File: src/rtl/mips_pkg.sv
// Shared definitions for the MIPS core: fetch state encoding and PC/instruction constants.
// The control decoder also uses NOP.
package mips_pkg;

    typedef enum logic [1:0] {
        FETCH_IDLE  = 2'd0,
        FETCH_REQ   = 2'd1,
        FETCH_HOLD  = 2'd2,
        FETCH_FLUSH = 2'd3
    } fetch_state_t;

    localparam logic [31:0] PC_STEP          = 32'd4;
    localparam logic [31:0] DEFAULT_RESET_PC = 32'h0000_0000;
    localparam logic [31:0] NOP              = 32'h0000_0000;

    function automatic logic [31:0] word_align(input logic [31:0] addr);
        return addr & ~32'd3;
    endfunction

endpackage

File: src/rtl/mips_pc.sv
// Program counter and pending-redirect registers with the next-PC mux.
// A redirect always takes priority over the pending target and the sequential step.
module mips_pc
    import mips_pkg::*;
#(
    parameter logic [31:0] RESET_PC = DEFAULT_RESET_PC
) (
    input  logic        clk,
    input  logic        rst_n,
    input  logic        pc_step,
    input  logic        pc_redirect,
    input  logic        pc_from_pend,
    input  logic        pend_load,
    input  logic [31:0] redirect_pc,
    output logic [31:0] pc
);

    logic [31:0] pend_pc;
    logic [31:0] next_pc;
    logic [31:0] target_pc;

    assign target_pc = word_align(redirect_pc);

    always_comb begin
        next_pc = pc;
        if (pc_redirect) begin
            next_pc = target_pc;
        end else if (pc_from_pend) begin
            next_pc = pend_pc;
        end else if (pc_step) begin
            next_pc = pc + PC_STEP;
        end
    end

    always_ff @(posedge clk or negedge rst_n) begin
        if (!rst_n) begin
            pc      <= word_align(RESET_PC);
            pend_pc <= word_align(RESET_PC);
        end else begin
            pc <= next_pc;
            if (pend_load) begin
                pend_pc <= target_pc;
            end
        end
    end

endmodule

File: src/rtl/mips_fetch.sv
// Instruction fetch stage: req/ack to instruction memory, valid/ready to decode.
// Redirects flush held or in-flight instructions; an open request is completed before retargeting.
module mips_fetch
    import mips_pkg::*;
#(
    parameter logic [31:0] RESET_PC = DEFAULT_RESET_PC
) (
    input  logic        clk,
    input  logic        rst_n,
    output logic        imem_req,
    output logic [31:0] imem_addr,
    input  logic        imem_ack,
    input  logic [31:0] imem_rdata,
    input  logic        redirect,
    input  logic [31:0] redirect_pc,
    output logic [31:0] instr,
    output logic [31:0] instr_pc,
    output logic        instr_valid,
    input  logic        instr_ready
);

    fetch_state_t state;
    logic [31:0]  pc;
    logic         pc_step;
    logic         pc_redirect;
    logic         pc_from_pend;
    logic         pend_load;

    assign imem_addr = pc;

    // pc only moves on a completed request or a redirect out of HOLD,
    // so the address stays stable through REQ waits and FLUSH.
    always_comb begin
        pc_step      = 1'b0;
        pc_redirect  = 1'b0;
        pc_from_pend = 1'b0;
        pend_load    = 1'b0;
        case (state)
            FETCH_REQ: begin
                pc_step     = imem_ack && !redirect;
                pc_redirect = imem_ack && redirect;
                pend_load   = !imem_ack && redirect;
            end
            FETCH_HOLD: begin
                pc_redirect = redirect;
            end
            FETCH_FLUSH: begin
                pc_redirect  = imem_ack && redirect;
                pc_from_pend = imem_ack && !redirect;
                pend_load    = !imem_ack && redirect;
            end
            default: ;
        endcase
    end

    mips_pc #(
        .RESET_PC(RESET_PC)
    ) u_pc (
        .clk         (clk),
        .rst_n       (rst_n),
        .pc_step     (pc_step),
        .pc_redirect (pc_redirect),
        .pc_from_pend(pc_from_pend),
        .pend_load   (pend_load),
        .redirect_pc (redirect_pc),
        .pc          (pc)
    );

    always_ff @(posedge clk or negedge rst_n) begin
        if (!rst_n) begin
            state       <= FETCH_IDLE;
            imem_req    <= 1'b0;
            instr       <= NOP;
            instr_pc    <= '0;
            instr_valid <= 1'b0;
        end else begin
            case (state)
                FETCH_IDLE: begin
                    state    <= FETCH_REQ;
                    imem_req <= 1'b1;
                end
                FETCH_REQ: begin
                    if (imem_ack) begin
                        if (!redirect) begin
                            instr       <= imem_rdata;
                            instr_pc    <= pc;
                            instr_valid <= 1'b1;
                            state       <= FETCH_HOLD;
                            imem_req    <= 1'b0;
                        end
                    end else if (redirect) begin
                        state <= FETCH_FLUSH;
                    end
                end
                FETCH_HOLD: begin
                    if (redirect || instr_ready) begin
                        instr_valid <= 1'b0;
                        state       <= FETCH_REQ;
                        imem_req    <= 1'b1;
                    end
                end
                FETCH_FLUSH: begin
                    if (imem_ack) begin
                        state <= FETCH_REQ;
                    end
                end
                default: begin
                    state    <= FETCH_IDLE;
                    imem_req <= 1'b0;
                end
            endcase
        end
    end

endmodule

File: config.mk
export PLATFORM = sky130hd
export DESIGN_NAME = mips_fetch
export DESIGN_NICKNAME = d
export VERILOG_FILES = /design/src/rtl/mips_pkg.sv /design/src/rtl/mips_pc.sv /design/src/rtl/mips_fetch.sv
export SDC_FILE = /design/constraint.sdc
export NUM_CORES = 1
export LEC_CHECK = 0
export CAP_MARGIN = 20
export CORE_ASPECT_RATIO = 0.75
export CORE_MARGIN = 2
export CORE_UTILIZATION = 45
export CTS_BUF_LIST = sky130_fd_sc_hd__clkbuf_8
export CTS_CLUSTER_DIAMETER = 40
export DETAILED_ROUTE_END_ITERATION = 12
export GPL_TIMING_DRIVEN = 0
export PLACE_DENSITY = 0.8
export SYNTH_ARGS = -nofsm -noshare
export SYNTH_HDL_FRONTEND = slang
export SYNTH_HIERARCHICAL = 1
export SYNTH_SLANG_ARGS = --single-unit
export TNS_END_PERCENT = 100
File: constraint.sdc
create_clock -name clk -period 1.85 [get_ports clk]
set_input_delay 0.37 -clock clk [delete_from_list [all_inputs] [get_ports clk]]
set_output_delay 0.37 -clock clk [all_outputs]
set_load 0.05 [all_outputs]
# Yosys cells after proc, flatten, opt, wreduce, memory -nomap -nowiden

Cells that the tools add are included.

Equality and inequality tests: 9
Bitwise logic cells: 1
Multiplexer cells: 21
Reductions and logical operators: 15
$add $sub $neg: 1

Operator list:

| operator              | count |
|---|---|
| $mux 32               | 3 |
| $add 32x3->32 const B | 1 |
| $reduce_and 4->1      | 3 |
| $mux 2                | 5 |
| $mux 1                | 9 |
| $ne 2x2->1 const B    | 4 |
| $pmux 2 s4            | 1 |
| $ne 3x3->1 const B    | 2 |
| $reduce_bool 3->1     | 2 |
| $eq 2x2->1 const B    | 2 |
| $pmux 1 s2            | 2 |
| $logic_and 1x1->1     | 3 |
| $pmux 1 s3            | 1 |
| $reduce_and 3->1      | 1 |
| $eq 2x1->1 const B    | 1 |
| $logic_not 1->1       | 2 |
| $logic_not 2->1       | 1 |
| $reduce_bool 2->1     | 1 |
| $reduce_or 2->1       | 1 |
| $logic_or 1x1->1      | 1 |
| $not 1->1             | 1 |

Register bits after elaboration: 130
Word-level logic and storage cells: 54
Output and inout bits: 98
Input port bits: 69

# Depth between registers and ports, before layout

Word-level depth: 6
Depth in mapped cells: 10
Depth with buffers taken out: 7

# By module

Netlist, hierarchy kept.

Modules (own cells, without submodules):

| module     | seq. area each (um^2) | times used | area each (um^2) | cells an instance |
|---|---|---|---|---|
| mips_pc    | 1501.4                | 1          | 3284.4           | 320 |
| mips_fetch | 1701.6                | 1          | 2600.0           | 161 |

# Worst setup path after synthesis

Ideal clock, no wire load.

Path type: register to register
From: register u_pc.pc[10]
To: register u_pc.pc[19]
Required time: 1.724 ns
Period minus slack after synthesis: 2.011 ns
Arrival time: 1.885 ns
Buffers on the path: 0
Cell stages (with the launch flop): 6
Path slack: -0.161 ns
Library setup time: 0.126 ns
Cell sequence: dfrtp_1 nand3_1 nor4_4 nand2_1 xnor2_1 a221o_1

Word-level cells in the longest chain between the ends: 4

Ends and longest elaborated chain:

| item                   | line          | source |
|---|---|---|
| start, declared        | mips_pc.sv:15 | `output logic [31:0] pc` |
| start signal, assigned | mips_pc.sv:37 | `pc <= word_align(RESET_PC);` |
| start signal, assigned | mips_pc.sv:40 | `pc <= next_pc;` |
| $add 32x3->32          | mips_pc.sv:31 | `next_pc = pc + PC_STEP;` |
| $mux 32                | mips_pc.sv:30 | `end else if (pc_step) begin` |
| $mux 32                | mips_pc.sv:28 | `end else if (pc_from_pend) begin` |
| $mux 32                | mips_pc.sv:26 | `if (pc_redirect) begin` |

Every way passes these cells. The select of a mux whose other input is x is not followed.
A chain may end at the register's enable or synchronous reset.

# Worst setup path in the final report

From: register u_pc.pc[15]
To: register u_pc.pc[27]

The elaborated chain is that of the path after synthesis.

==> run metrics <==
detailed-placement wirelength estimate=approximately 11 mm; Flop pwr share=35.5%; CP arrival=2110 ps; run status=complete, no violations; proportion of total power due to net switching=43.26%; remaining antenna violation count=0; total die area=around 14000 sq um; number of synthesized register bits=128; final layout net count=around 750; cell family contributing the most delay on the critical path=simple AND/OR/NAND/NOR gates; wire length per cell=18.14 um; worst reg2reg endpoint=u_pc/pc[27]; sequential fraction of the synthesis area=between 50% and 60%; share of layout cells above drive strength 1=28.86%; CTS Buffer Depth=2; delay of the slowest cell on the worst path=around 440 ps; highest-delay cell along the critical path=dfrtp_2; fin. max-slew vios=0; most area-consuming cells after synthesis=dfrtp_1 (54%), mux2_2 (15%), xor2_1 (3.3%); area occupied by registers=3224 sq um; count of TritonRoute iterations in the first routing pass=7; max-capacitance violation count=0; Synth Cell Area=5884 sq um; met3 Track Usage GR=under 10%; final estimated routing congestion in global placement=0.8081; DRC violations left=0; initial DRC count=388; number of fill cells=980; Finished Cell Area=8386 sq um; unrepaired setup endpoints after global routing=yes; final setup vio count=0; busiest layer in global routing=met2; global-route total usage across every layer=around 22%; cell-by-cell trace of the critical path=nand3_1 > nor3_2 > nand4_1 > xor2_1 > o221ai_1; initial cell density of the core=about 46%; ranking of synthesized cells by instance count=dfrtp_1 (128), mux2_2 (79), nand2_1 (38), a21oi_1 (26), xor2_1 (22); number of logic stages on the critical path including buffering=5; number of input and output port buffers inserted=162; largest fanout of any net on the critical path=7; capture point of the critical path=u_pc/pc[27]; worst setup path class=reg -> reg; fraction of power consumed by combinational cells=a little over two fifths; Rows=36; cell-internal power=6.882 mW; TritonCTS clock tree=done; per-cell via count in the routed design=roughly 5.5; final critical-path required period=approximately 1800 ps; IO Pins=167; global-route congestion overflow total=0; number of flops mapped to enable cells by yosys=0; count of warnings emitted by yosys=6; wire length reported by the detailed router=15.68 mm; initial antenna violation count=0; clock insertion delay at the later pin of the skew report=430 ps; final cell utilization of the core=65.09%; Clock Pin Slew Worst Setup and Hold Paths=70 ps; maximum frequency from static timing analysis=roughly 550 MHz; wire length of the first global-routing pass=24.07 mm; reg2reg path depth=5; VDD IR-drop max=1.004 mV; top-area cell type share of the netlist area=around 54%; nature of the critical path startpoint=flip-flop; Core Box Area=between 10000 and 15000 sq um; Diodes inserted=0; Die Y-Extent=103.0 um; Reg-to-Reg Start=u_pc/pc[15]; DR vias=4788; Root Driver=clkbuf_8; worst endpoint required time=2140 ps; slew at the pin with the worst max-slew slack=532.0 ps; Final Cycle Share=98.79%; FFs w/ async S/R, synth=100.0%; via count of the first global-routing pass=~4600; GRT met1 Usage=30.23%; total cell area at the placement stage=7789 sq um; clock tree skew after final layout=slightly below 9 ps; number of buffers and inverters on the critical path=0; largest area contributor in the netlist=dfrtp_1; Horiz. Die Dim=136.0 um; most numerous cell in the Yosys netlist=dfrtp_1; total CTS buffers=17; met2 usage in global routing=35.91%; Unique masters post-synth=45; internal reg-to-reg setup slack=roughly 22 ps; Cell Pwr Density=1446 nW/um^2; Sink Count=~130; crit path from=u_pc/pc[15]; Syn-to-layout area delta=42.50%; main flop type after synthesis=dfrtp_1; gate count after technology mapping=~480; class of the most critical hold timing path=in -> async; area occupied by multi-input gates=2603 sq um; CTS H-tree depth=4; worst slew slack as a fraction of its limit=64.67%; switching component of the power=between 5 and 6 mW; clock group share of total power=21.7%; maximum number of pins on one net before global-route repair=98; reported leakage power=3.648 nW; average cell area after synthesis=12.23 sq um; type of element capturing the critical path=flip-flop; final number of hold-violating endpoints=0
## registers in the layout, summed over array words and instances, names as in the netlist
register      cells
imem_req          1
instr            32
instr_pc         32
instr_valid       1
state             2
u_pc/pc          30
u_pc/pend_pc     30
## repair_timing
action / 4_1_cts / 5_1_grt
endpoints found under the hold margin: 31 / 0
gates resized for setup: 147 / 44
cloned: 0 / 1
hold buffers: 1 / 0
setup endpoints to repair: 163 / 65
pin swaps: 5 / 5
setup buffers: 4 / 11
## per-stage QoR
step	worst slack, ps	cells	power [mW]	TNS, ps	hold WS (ps)
floorplan	6.465	482	7.917	0	74.41
global placement	-4898	815	9.843	-635910	466.6
detailed placement	-1153	816	9.984	-67550	277.9
CTS	0.2767	852	12.17	0	374.1
global route	-39.35	864	12.69	-124.0	387.0
finish	22.42	864	12.13	0	373.0
## power by group through the flow
stage               clock (mW)  sequential (mW)  combinational, mW
finish                    2.63             4.31               5.19
detailed placement           0             4.39               5.60
floorplan                    0             6.73               1.19
global placement             0             4.33               5.51
global route              2.82             4.43               5.45
CTS                       2.68             4.31               5.18
## metal layers
layer | wire, um | up-vias | part of all wire [%]
li1 | - | 2162 | -
met4 | 191 | 0 | 1.2
met2 | 7317 | 228 | 47
met5 | 0 | - | 0
met1 | 6856 | 2384 | 44
met3 | 1309 | 14 | 8.4
## kinds of logic after synthesis
kind of cell	share of synthesized area [%]
simple gates	12.86
flops	54.43
fa+ha+maj	0.2126
xor+xnor	4.167
compound gates	6.996
mux	18.71
buf+inv	2.551
other cells	0.06373
## worst reg2reg max path, stage by stage (launching register included)
cell	delay [ps]
dfrtp_2	440
nand3_1	240
nor3_2	430
nand4_1	200
xor2_1	210
o221ai_1	170
## cell type report
cell class,instances,share of cell area [%]
inverters,3,0.1343
flip-flops and latches,128,38.45
plain buffers,28,2.850
well taps,171,2.551
clock inverters,10,1.716
multi-input cells,323,31.04
repair buffers,180,19.81
clock buffers,21,3.447
## worst min path at each step
stage	to
floorplan	imem_req
global placement	instr[15]
detailed placement	instr[0]
CTS	instr[0]
global route	instr[0]
finish	instr[0]
## cells in the final DEF (no fill, tap or decap), types with 9 or more instances in the layout
cell type / synthesis / routed
nand2_1: 38 / 36
clkbuf_8: 0 / 22
a21oi_1: 26 / 26
clkdlybuf4s15_1: 0 / 9
mux2_2: 79 / 79
xor2_1: 22 / 22
clkdlybuf4s50_1: 0 / 63
dfrtp_1: 128 / 111
dlygate4sd2_1: 0 / 78
clkbuf_2: 0 / 14
nand4_1: 12 / 12
nor3b_1: 19 / 19
nor2_1: 17 / 14
nand3_1: 11 / 9
o221ai_1: 17 / 17
mux2_1: 17 / 17
dfrtp_2: 0 / 17
buf_4: 3 / 19
Note: power is estimated with default switching activity, not from simulation.
